[src/rtl/m6809_bus_pkg.sv]
// Shared types and constants for the 6809-style bus fabric.
package m6809_bus_pkg;

    localparam int unsigned WaitWidth     = 4;
    localparam int unsigned MaxRegions    = 8;
    localparam int unsigned IdxWidth      = $clog2(MaxRegions);
    localparam logic [7:0]  UnmappedRdata = 8'hFF;

    typedef enum logic [1:0] {
        StIdle,
        StAccess,
        StDone
    } bus_state_e;

endpackage

[src/rtl/m6809_addr_match.sv]
// Combinational region decoder: mask/compare per region, lowest matching index wins.
module m6809_addr_match
    import m6809_bus_pkg::*;
#(
    parameter int unsigned                NUM_REGIONS = 2,
    parameter logic [NUM_REGIONS*16-1:0] REGION_BASE = {16'h8000, 16'h0000},
    parameter logic [NUM_REGIONS*16-1:0] REGION_MASK = {16'h8000, 16'h8000}
) (
    input  logic [15:0]         addr,
    output logic                hit,
    output logic [IdxWidth-1:0] idx
);

    always_comb begin
        hit = 1'b0;
        idx = '0;
        // Walk from the top down so the lowest matching index is the last write.
        for (int i = int'(NUM_REGIONS) - 1; i >= 0; i--) begin
            if ((addr & REGION_MASK[i*16 +: 16]) == REGION_BASE[i*16 +: 16]) begin
                hit = 1'b1;
                idx = IdxWidth'(i);
            end
        end
    end

endmodule

[src/rtl/m6809_bus_fabric.sv]
// Single-master bus fabric: decodes CPU accesses to device regions with per-region wait states.
// Optional unmapped-access error reporting is enabled by defining M6809_BUS_ERR_EN.
module m6809_bus_fabric
    import m6809_bus_pkg::*;
#(
    parameter int unsigned                NUM_REGIONS = 2,
    parameter logic [NUM_REGIONS*16-1:0] REGION_BASE = {16'h8000, 16'h0000},
    parameter logic [NUM_REGIONS*16-1:0] REGION_MASK = {16'h8000, 16'h8000},
    parameter logic [NUM_REGIONS*4-1:0]  REGION_WAIT = {4'd0, 4'd0}
) (
    input  logic                     clk,
    input  logic                     reset_b,
    input  logic                     cpu_req,
    input  logic [15:0]              cpu_addr,
    input  logic                     cpu_rw_n,
    input  logic [7:0]               cpu_wdata,
    output logic [7:0]               cpu_rdata,
    output logic                     cpu_ready,
    output logic [NUM_REGIONS-1:0]   dev_sel,
    output logic [15:0]              dev_addr,
    output logic                     dev_wr_n,
    output logic [7:0]               dev_wdata,
    input  logic [NUM_REGIONS*8-1:0] dev_rdata,
    output logic                     bus_err,
    output logic [15:0]              err_addr
);

    bus_state_e           state_q, state_d;
    logic [15:0]          addr_q, addr_d;
    logic                 rw_n_q, rw_n_d;
    logic [7:0]           wdata_q, wdata_d;
    logic [IdxWidth-1:0]  idx_q, idx_d;
    logic                 hit_q, hit_d;
    logic [WaitWidth-1:0] cnt_q, cnt_d;
    logic [7:0]           rdata_q, rdata_d;

    logic                 match_hit;
    logic [IdxWidth-1:0]  match_idx;
    logic [WaitWidth-1:0] match_wait;
    logic [7:0]           sel_rdata;
    logic                 access_end;

    m6809_addr_match #(
        .NUM_REGIONS (NUM_REGIONS),
        .REGION_BASE (REGION_BASE),
        .REGION_MASK (REGION_MASK)
    ) u_addr_match (
        .addr (cpu_addr),
        .hit  (match_hit),
        .idx  (match_idx)
    );

    // Unmapped accesses complete with no wait states.
    always_comb begin
        match_wait = '0;
        sel_rdata  = UnmappedRdata;
        for (int i = 0; i < int'(NUM_REGIONS); i++) begin
            if (match_hit && match_idx == IdxWidth'(i)) begin
                match_wait = REGION_WAIT[i*4 +: 4];
            end
            if (hit_q && idx_q == IdxWidth'(i)) begin
                sel_rdata = dev_rdata[i*8 +: 8];
            end
        end
    end

    assign access_end = (state_q == StAccess) && (cnt_q == '0);

    always_comb begin
        state_d = state_q;
        addr_d  = addr_q;
        rw_n_d  = rw_n_q;
        wdata_d = wdata_q;
        idx_d   = idx_q;
        hit_d   = hit_q;
        cnt_d   = cnt_q;
        rdata_d = rdata_q;
        case (state_q)
            StIdle: begin
                if (cpu_req) begin
                    state_d = StAccess;
                    addr_d  = cpu_addr;
                    rw_n_d  = cpu_rw_n;
                    wdata_d = cpu_wdata;
                    idx_d   = match_idx;
                    hit_d   = match_hit;
                    cnt_d   = match_wait;
                end
            end
            StAccess: begin
                if (cnt_q == '0) begin
                    state_d = StDone;
                    if (rw_n_q) begin
                        rdata_d = sel_rdata;
                    end
                end else begin
                    cnt_d = cnt_q - 1'b1;
                end
            end
            StDone:  state_d = StIdle;
            default: state_d = StIdle;
        endcase
    end

    always_ff @(posedge clk or negedge reset_b) begin
        if (!reset_b) begin
            state_q <= StIdle;
            addr_q  <= '0;
            rw_n_q  <= 1'b1;
            wdata_q <= '0;
            idx_q   <= '0;
            hit_q   <= 1'b0;
            cnt_q   <= '0;
            rdata_q <= '0;
        end else begin
            state_q <= state_d;
            addr_q  <= addr_d;
            rw_n_q  <= rw_n_d;
            wdata_q <= wdata_d;
            idx_q   <= idx_d;
            hit_q   <= hit_d;
            cnt_q   <= cnt_d;
            rdata_q <= rdata_d;
        end
    end

    always_comb begin
        dev_sel = '0;
        if (state_q == StAccess && hit_q) begin
            for (int i = 0; i < int'(NUM_REGIONS); i++) begin
                dev_sel[i] = (idx_q == IdxWidth'(i));
            end
        end
    end

    // Unmapped writes never strobe dev_wr_n.
    assign dev_wr_n  = !((state_q == StAccess) && !rw_n_q && hit_q);
    assign dev_addr  = addr_q;
    assign dev_wdata = wdata_q;
    assign cpu_rdata = rdata_q;
    assign cpu_ready = (state_q == StDone);

`ifdef M6809_BUS_ERR_EN
    logic [15:0] err_addr_q;

    always_ff @(posedge clk or negedge reset_b) begin
        if (!reset_b) begin
            err_addr_q <= '0;
        end else if (access_end && !hit_q) begin
            err_addr_q <= addr_q;
        end
    end

    assign bus_err  = (state_q == StDone) && !hit_q;
    assign err_addr = err_addr_q;
`else
    logic unused_access_end;
    assign unused_access_end = access_end;
    assign bus_err  = 1'b0;
    assign err_addr = 16'h0000;
`endif

endmodule

[config.mk]
export PLATFORM = sky130hd
export DESIGN_NAME = m6809_bus_fabric
export DESIGN_NICKNAME = d
export VERILOG_FILES = /design/src/rtl/m6809_bus_pkg.sv /design/src/rtl/m6809_addr_match.sv /design/src/rtl/m6809_bus_fabric.sv
export SDC_FILE = /design/constraint.sdc
export NUM_CORES = 1
export LEC_CHECK = 0
export ABC_AREA = 1
export CAP_MARGIN = 30
export CORE_ASPECT_RATIO = 0.8
export CORE_MARGIN = 2
export CORE_UTILIZATION = 30
export DETAILED_ROUTE_END_ITERATION = 16
export DONT_BUFFER_PORTS = 1
export MAX_ROUTING_LAYER = met4
export SYNTH_ARGS = -nofsm -noshare
export SYNTH_HDL_FRONTEND = slang
export SYNTH_SLANG_ARGS = --single-unit
export TNS_END_PERCENT = 5
[constraint.sdc]
create_clock -name clk -period 3.1 [get_ports clk]
set_input_delay 0.31 -clock clk [delete_from_list [all_inputs] [get_ports clk]]
set_output_delay 0.31 -clock clk [all_outputs]
set_load 0.05 [all_outputs]
* Word level (Yosys, flattened, before mapping)
Index checks and enable logic that the tools add are counted.
Storage, ports and cells: register bits after elaboration 43, bits of input ports 44, output and inout bits 53, word-level logic and storage cells 44
Operators by class: add/subtract/negate cells 1, eq/ne operators 6, muxes and demuxes 13, reduce and logical (&&, ||, !) cells 16
Operators by type and width (count):
- logical NOT 16 bit | 1
- two-way mux 8 bit | 2
- two-way mux 4 bit | 2
- case mux 4 bit (2 select lines) | 1
- two-way mux 2 bit | 3
- AND reduction 3 bit | 2
- logical AND 1 bit | 5
- logical NOT 4 bit | 1
- != test 2 bit (second input constant) | 2
- case mux 2 bit (2 select lines) | 1
- AND reduction 2 bit | 2
- subtractor 4 x 1 -> 4 bit (second input constant) | 1
- == test 3 x 1 -> 1 bit (second input constant) | 1
- logical NOT 3 bit | 1
- two-way mux 1 bit | 3
- two-way mux 3 bit | 1
- == test 2 x 1 -> 1 bit (second input constant) | 1
- == test 2 bit (second input constant) | 1
- logical NOT 1 bit | 2
- logical NOT 2 bit | 1
- != test 2 x 1 -> 1 bit (second input constant) | 1
- nonzero test 2 bit | 1

* Longest topological paths before layout
Gate-level depths: netlist of the first run.
depth in word-level cells 4, gate-level depth with buffers 7, mapped depth without buffers 7

* Cells and area by module
A second synthesis of the first run with hierarchy kept.
Unflattened totals: cells, all modules 258, area, all modules 2085.8 um^2
By module, submodules not included:
- m6809_bus_fabric | times used 1, cells an instance 252, area each 2048.2 um^2, sequential area each 1077.3 um^2
- m6809_addr_match | times used 1, cells an instance 6, area each 37.5 um^2, sequential area each 0.0 um^2

* Worst setup path after synthesis of the first run
No wires, ideal clock.
kind register to output, from register dev_addr[15] (netlist name), to output dev_sel[1], data arrival time 1.602 ns, required time 2.790 ns, path slack 1.188 ns, cell stages (with the launch flop) 3, buffers on the path 0, cell sequence dfrtp_1 -> nand2_1 -> nor2_1
RTL lines:
- to (decl) | line m6809_bus_fabric.sv:19 | output logic [NUM_REGIONS-1:0] dev_sel,

==> metrics.sh, run 1 <==
STATUS='completed'
SYNTH_TOP_FAMILY_BY_AREA='simple AND/OR/NAND/NOR gates'
CTSHOLDBUFFERS=2
TIMING.SLEW.HEADROOM_PCT=39.9
SYNTH-COMPOUND-AREA-SHARE_PCT=4.23
ROUTE.FINAL.WIRE_LENGTH_UM=3790
FLOORPLAN.DIE.WIDTH_UM=92.2
PLACED_CELLS=303
HOLD_VIOL_FINAL=0
POST-ROUTE-UTIL_PCT=33.2
ANT_NETS=0
GRT_SETUP_UNREPAIRED='no'
GRT.MET1_USAGE_PCT=14.2
FINAL.SETUP_SKEW_NS=0.00291
N_FILL_CELL=645
GRT_PASS1_VIAS=1219
CTS-BUFFERS-INSERTED=5
CRITPATHMAXFANOUT=9
WORSTSETUPENDPOINTTYPE='output pin'
HOLD_CLASS='input port to register'
DRCVIOLATIONCOUNT=0
LAYER_CARRYING_THE_MOST_GLOBAL_ROUTE_USAGE='met2'
YOSYS.AREA_SHARE.SIMPLE_PCT=27.4
SUM_OF_OVERFLOW_ACROSS_ALL_LAYERS_AFTER_GLOBAL_ROUTING=0
DP_HPWL_UM=2740
TIMING.FINAL.CRIT_SHARE_PCT=72.4
CRIT_PATH_MAX_INCR_DELAY_NS=0.73
DETAIL_ROUTE.FIRST_PASS.ITERATIONS=4
DESIGN.PORTCOUNT=97
SYNTH_ADDER_AREA_SHARE_PCT=1.34
SYN-MEAN-INSTANCE-AREA_UM2=8.22
TRITONCTS='built'
COUNT_OF_FINAL_SETUP_VIOLATORS=0
NUMBER_OF_NETS_IN_THE_LAYOUT=277
MOST-COMMON-LAYOUT-CELLS='nand2_1 (90), dfrtp_1 (39), nor2_1 (29)'
VIAS=1287
CP_CELL_SEQUENCE='inv_1 > nand2_1 > nor2_1'
CTSRESIZECOUNT=0
SYNTH-WARNING-COUNT=0
FINAL.SETUP.TNS_NS=0
PERIOD_MINUS_SLACK_NS=2.24
GR-USAGE-ALL-LAYERS_PCT=11.6
GRT_ANTENNA_BEFORE_REPAIR=0
CTS.ROOT.BUFFER_CELL='clkbuf_8'
POSTSYNTHREGISTERBITS=40
TIMING.CRITICAL_PATH.SLOWEST_STAGE_CELL='nor2_1'
CAP_VIOLATIONS=0
FLOW.AREA_GROWTH_FROM_SYNTHESIS_PCT=6.17
MET3_USAGE_PCT=5.27
FINAL_CELLS=312
MULTI_INPUT_GATE_AREA_IN_THE_FINAL_LAYOUT_UM2=691
HTREE_NUM_LEVELS=2
ROUTE.DETAILED.VIAS_PER_INST=4.13
SYNTH.DISTINCT_CELLS=21
CORE_AREA_MM2=0.00597
WORST_SETUP_HOLD_PATH_CLK_SLEW_NS=0.07
TIMING.CRITICAL_PATH.MAX_DELAY_FAMILY='simple AND/OR/NAND/NOR gates'
GROUTE.LAYER.MET2.USAGE_PCT=17.7
TIGHTESTPINTRANSITION_NS=0.898
MAX_FREQ_MHz=446
POST_ROUTE_CELLS_DRIVE_ABOVE_1_SHARE_PCT=8.23
SYNTH_AREA_MM2=0.00187
SYNTH_SEQUENTIAL_AREA_RATIO_PCT=53.7
FLOORPLAN.DIE.HEIGHT_UM=74.5
AVGROUTEDWIREPERCELL_UM=12.1
PIN_COUNT_OF_THE_BIGGEST_NET_ENTERING_GLOBAL_ROUTING=41
CLOCK_NETWORK_LATENCY_TO_THE_LATER_PIN_OF_THE_WORST_SKEW_PAIR_NS=0.28
CRITICAL_PATH_CLASS='register to output pin'
NUM_ANTENNA_CELLS=0
CP_DATA_REQUIRED_TIME_NS=2.79
FLOORPLAN.ROWS=25
FINALMAXSLEWVIOLATIONS=0
PORT_BUFFER_CELLS=0
POST_SYNTH_MUX_AREA_SHARE_PCT=0
POST_CTS_BUFFERS=0
CLK_PATH_BUF_DEPTH=2
CRIT_ARRIVAL_NS=1.93
AREA.SEQUENTIAL_MM2=0.00100
STARTPOINT_CLASS='register'
START_UTIL_PCT=31.2
DRT-INITIAL-DRC-COUNT=45
PATH_BUF_INV=1
LAYOUT_COMMONEST_CELL='nand2_1'
CLOCK-SINKS=40
SYNTHESIS.INSTANCES=227
XOR_XNOR_SHARE_OF_THE_SYNTHESIZED_AREA_PCT=0.469
GRT_FIRST_PASS_WIRELENGTH_UM=5930
DIEAREA_MM2=0.00687
GPL.FINAL_WEIGHTED_CONGESTION=0.741
## cell families after synthesis
logic type                 count (synthesis)
and+or+nand+nor                          129
buffers and inverters                     40
DFF                                       40
AOI/OAI and AO/OA                         14
adders and majority gates                  2
xor gates and xnor gates                   1
other                                      1
## worst register-to-register path, delay by kind of cell, from the launching register on
family	cells	cell delay, ns
buffers and inverters	2	0.59
AND/OR/NAND/NOR	5	0.47
flip-flops	1	0.39
## registers in the layout, indices dropped and copies added (netlist names)
| signal | count |
|---|---|
| cnt_q | 4 |
| hit_q | 1 |
| dev_wdata | 8 |
| state_q | 2 |
| rw_n_q | 1 |
| dev_addr | 16 |
| cpu_rdata | 8 |
## cells in the mapped netlist
library cell  count  area, um2
a21oi_1           1       5.00
nor2_1           30        113
o21ai_2           2       17.5
nand2_1          90        338
nor3_4            1       16.3
o22ai_1           1       6.26
nor2_2            1       6.26
buf_6             1       11.3
o21ai_0          10       50.1
xor2_1            1       8.76
buf_4            20        150
ha_1              2       25.0
inv_2             1       3.75
conb_1            1       3.75
dfstp_2           1       26.3
nand2_2           2       12.5
or2_2             1       6.26
nand3_1           4       20.0
dfrtp_1          39        976
buf_2             2       10.0
inv_1            16       60.1
## path summary, 6_finish.rpt
kind / slack, ns / startpoint / end / cells after the start
min: 0.14 / cpu_wdata[3] / dev_wdata[3] / 2
max in group asynchronous: 2.36 / reset_b / rw_n_q / 2
min reg2reg: 0.49 / cnt_q[0] / cnt_q[0] / 1
min in group asynchronous: 0.48 / reset_b / dev_addr[9] / 2
max reg2reg: 1.55 / state_q[0] / cnt_q[2] / 7
max: 0.86 / dev_addr[15] / dev_sel[0] / 3
## per-layer routing
| layer | routed length, um | share of wire, % |
|---|---|---|
| met3 | 421 | 11 |
| met4 | 12 | 0.32 |
| met2 | 1750 | 46 |
| met5 | 0 | 0 |
| met1 | 1610 | 42 |
## per-stage QoR
step | hold WS (ns) | instance area (um2) | setup slack [ns]
after floorplan | 0.0144 | 1930 | 1.19
after global placement | 0.0152 | 1870 | 1.18
after detailed placement | 0.0152 | 1870 | 1.14
after CTS | 0.128 | 1980 | 0.814
after global routing | 0.130 | 1980 | 0.766
final | 0.143 | 1980 | 0.856
## area by class of cell
type	count	area share, %
flip-flops and latches	40	50.6
multi-input cells	163	34.9
well taps	81	5.12
clock buffers	6	3.66
inverters	17	3.22
repair buffers	4	2.27
clock inverters	1	0.253
Power of run 1 is not shown: default switching activity piles up to over one toggle a cycle in this logic, so the estimate is an artifact.
==> run 2, diff against run 1 <==
Settings changed: ABC_AREA 1 to 0.
Clock period 3.1 ns to 1.8 ns, I/O delays scaled along.
==> metrics.sh, run 2 <==
STATUS='completed'  # unchanged
MOST-COMMON-LAYOUT-CELLS='dfrtp_1 (39), mux2_2 (23), conb_1 (17)'  # was nand2_1 (90), dfrtp_1 (39), nor2_1 (29)
GRT_ANTENNA_BEFORE_REPAIR=0  # unchanged
WORSTSETUPENDPOINTTYPE='output pin'  # unchanged
MULTI_INPUT_GATE_AREA_IN_THE_FINAL_LAYOUT_UM2=751  # was 691 um2
MAX_FREQ_MHz=590
SYNTHESIS.INSTANCES=152  # was 227
START_UTIL_PCT=31.4  # was 31.2%
POST_ROUTE_CELLS_DRIVE_ABOVE_1_SHARE_PCT=31.3  # was 8.23%
GRT_SETUP_UNREPAIRED='no'  # unchanged
FLOORPLAN.DIE.HEIGHT_UM=74.9  # was 74.5 um
DP_HPWL_UM=2600  # was 2740 um
CORE_AREA_MM2=0.00601  # was 0.00597 mm2
SYNTH-COMPOUND-AREA-SHARE_PCT=6.64  # was 4.23%
CTS.ROOT.BUFFER_CELL='clkbuf_8'  # unchanged
POSTPLACECELLAREA_MM2=0.00196  # was 0.00187 mm2
TIMING.SLEW.HEADROOM_PCT=61.4  # was 39.9%
POSTSYNTH.TOPFLOPCELL='dfrtp_1'  # unchanged
CELL_TYPES_OCCUPYING_THE_MOST_AREA_AFTER_SYNTHESIS='dfrtp_1 (52%), mux2_2 (14%), buf_4 (6.8%)'  # was dfrtp_1 (52%), nand2_1 (18%), buf_4 (8.0%)
AREA.SEQUENTIAL_MM2=0.00100  # unchanged
TIMING.FINAL.CRIT_SHARE_PCT=94.1
SYNTH.TOP_CELL.AREA_SHARE_PCT=51.8  # was 52.3%
TIGHTESTPINTRANSITION_NS=0.579  # was 0.898 ns
SYNTH.DISTINCT_CELLS=30  # was 21
HOLD_CLASS='input port to register'  # unchanged
PATH_BUF_INV=2  # was 1
YOSYS.AREA_SHARE.SIMPLE_PCT=9.09  # was 27.4%
SYNTH_TOP_FAMILY_BY_AREA='multiplexers'  # was simple AND/OR/NAND/NOR gates
FLOORPLAN.DIE.WIDTH_UM=92.6  # was 92.2 um
DETAIL_ROUTE.FIRST_PASS.ITERATIONS=4  # unchanged
CRIT_ARRIVAL_NS=1.51  # was 1.93 ns
SYNTH_ADDER_AREA_SHARE_PCT=1.33  # was 1.34%
DIEAREA_MM2=0.00694  # was 0.00687 mm2
FINAL.SETUP_SKEW_NS=0.00618  # was 0.00291 ns
CLOCK-SINKS=40  # unchanged
CLOCK_NETWORK_LATENCY_TO_THE_LATER_PIN_OF_THE_WORST_SKEW_PAIR_NS=0.30  # was 0.28 ns
CTS-BUFFERS-INSERTED=5  # unchanged
SYNTH-WARNING-COUNT=0  # unchanged
POST-ROUTE-UTIL_PCT=35.4  # was 33.2%
HOLD_VIOL_FINAL=0  # unchanged
SYNTH_SEQUENTIAL_AREA_RATIO_PCT=53.2  # was 53.7%
SETUP_SLACK_REG_TO_REG_NS=0.16  # was 1.55 ns
DESIGN.PORTCOUNT=97  # unchanged
PIN_COUNT_OF_THE_BIGGEST_NET_ENTERING_GLOBAL_ROUTING=41  # unchanged
CP_CELL_SEQUENCE='nor2b_2 > buf_4 > and3_1 > buf_12'  # was inv_1 > nand2_1 > nor2_1
AVGROUTEDWIREPERCELL_UM=15.2  # was 12.1 um
TIMING.CRITICAL_PATH.SLOWEST_STAGE_CELL='dfrtp_1'  # was nor2_1
NUMBER_OF_NETS_IN_THE_LAYOUT=208  # was 277
LARGEST_REGISTER_FF_COUNT=16  # unchanged
DRCVIOLATIONCOUNT=0  # unchanged
VIAS=1150  # was 1,287
CLK_PATH_BUF_DEPTH=2  # unchanged
STARTPOINT_CLASS='register'  # unchanged
SYNTH_AREA_MM2=0.00189  # was 0.00187 mm2
POSTSYNTHREGISTERBITS=40  # unchanged
HTREE_NUM_LEVELS=2  # unchanged
FINALMAXSLEWVIOLATIONS=0  # unchanged
NUM_ANTENNA_CELLS=0  # unchanged
PLACED_CELLS=233  # was 303
CRITICAL_PATH_CLASS='register to output pin'  # unchanged
TIMING.CRITICAL_PATH.MAX_DELAY_FAMILY='flip-flops'  # was simple AND/OR/NAND/NOR gates
CAP_VIOLATIONS=0  # unchanged
FINAL_CELLS=244  # was 312
CRIT_PATH_MAX_INCR_DELAY_NS=0.47  # was 0.73 ns
FLOORPLAN.ROWS=25  # unchanged
POST-SYNTH-TOP-COUNT-CELL='dfrtp_1'  # was nand2_1
POSTSYNTH.ASYNCRESETSHARE_PCT=100  # unchanged
GRT_PASS1_VIAS=1134  # was 1,219
FINAL.SETUP.TNS_NS=0  # unchanged
CP_DATA_REQUIRED_TIME_NS=1.62  # was 2.79 ns
GPL.FINAL_WEIGHTED_CONGESTION=0.796  # was 0.741
POST_SYNTH_MUX_AREA_SHARE_PCT=19.2  # was 0%
DRT-INITIAL-DRC-COUNT=60  # was 45
GR-USAGE-ALL-LAYERS_PCT=11.3  # was 11.6%
PERIOD_MINUS_SLACK_NS=1.69
ROUTE.DETAILED.VIAS_PER_INST=4.71  # was 4.13
SYNTH_ENABLE_FLOP_CELLS=0  # unchanged
SYN-MEAN-INSTANCE-AREA_UM2=12.4  # was 8.22 um2
PORT_BUFFER_CELLS=0  # unchanged
COUNT_OF_FINAL_SETUP_VIOLATORS=0  # unchanged
GRT_FIRST_PASS_WIRELENGTH_UM=5730  # was 5930 um
SYNTH.TOP_CELLS.BY_COUNT='dfrtp_1 (39), mux2_2 (23), buf_4 (17), a31oi_1 (16), mux2i_1 (8)'  # was nand2_1 (90), dfrtp_1 (39), nor2_1 (30), buf_4 (20), inv_1 (16)
WORST_SETUP_HOLD_PATH_CLK_SLEW_NS=0.08  # was 0.07 ns
N_FILL_CELL=614  # was 645
LAYOUT_COMMONEST_CELL='dfrtp_1'  # was nand2_1
SUM_OF_OVERFLOW_ACROSS_ALL_LAYERS_AFTER_GLOBAL_ROUTING=0  # unchanged
FLOW.AREA_GROWTH_FROM_SYNTHESIS_PCT=12.6  # was 6.17%
SYNTH.LARGEST_AREA_CELL='dfrtp_1'  # unchanged
TRITONCTS='built'  # unchanged
CRITPATHMAXFANOUT=12  # was 9
ROUTE.FINAL.WIRE_LENGTH_UM=3720  # was 3790 um
XOR_XNOR_SHARE_OF_THE_SYNTHESIZED_AREA_PCT=0  # was 0.469%
FINAL_CELL_AREA_MM2=0.00212  # was 0.00198 mm2
ANT_NETS=0  # unchanged
## run 2: cells by family after synthesis
kind of cell,after synthesis
buf+inv,28
flops,40
fa+ha+maj,2
simple gates,28
other cells,1
mux,33
compound gates,20
## run 2: final cells by class
type / instances / share of cell area, %
Timing Repair Buffer: 13 / 6.60
Multi-Input combinational cell: 100 / 35.4
Sequential cell: 40 / 47.2
Tap cell: 81 / 4.77
Clock inverter: 2 / 1.83
Clock buffer: 6 / 3.89
Inverter: 2 / 0.354
## run 2: stage by stage
step | hold slack [ns] | worst slack, ns
4_1_cts | 0.00341 | 0.0456
2_1_floorplan | -0.116 | 0.0982
3_3_place_gp | -0.114 | 0.202
6_report | 0.0116 | 0.106
3_5_place_dp | -0.115 | 0.130
5_1_grt | 0.00423 | 0.0268
## run 2: metal layers
layer / share of wire, % / track usage (%) / vias up
li1: - / - / 520
met5: 0 / - / -
met1: 43 / 13.5 / 563
met4: 0.91 / 4.41 / 0
met3: 11 / 4.60 / 5
met2: 46 / 17.4 / 62
## run 2: worst paths after layout
path,from,endpoint,cells after the start
worst max-delay path,state_q[1],dev_sel[1],4
worst min-delay path,cpu_addr[11],dev_addr[11],1
worst max register to register,cnt_q[0],cnt_q[1],5
worst min register to register,hit_q,cpu_rdata[2],1
max in group asynchronous,reset_b,rw_n_q,2
min in group asynchronous,reset_b,dev_wdata[7],2
## run 2: repair_timing
item	4_1_cts	5_1_grt
setup endpoints to repair	0	8
gates resized for setup	0	2
setup buffers	0	0
hold buffers	2	1
endpoints found under the hold margin	40	1
Power of run 2 is left out for the same reason.
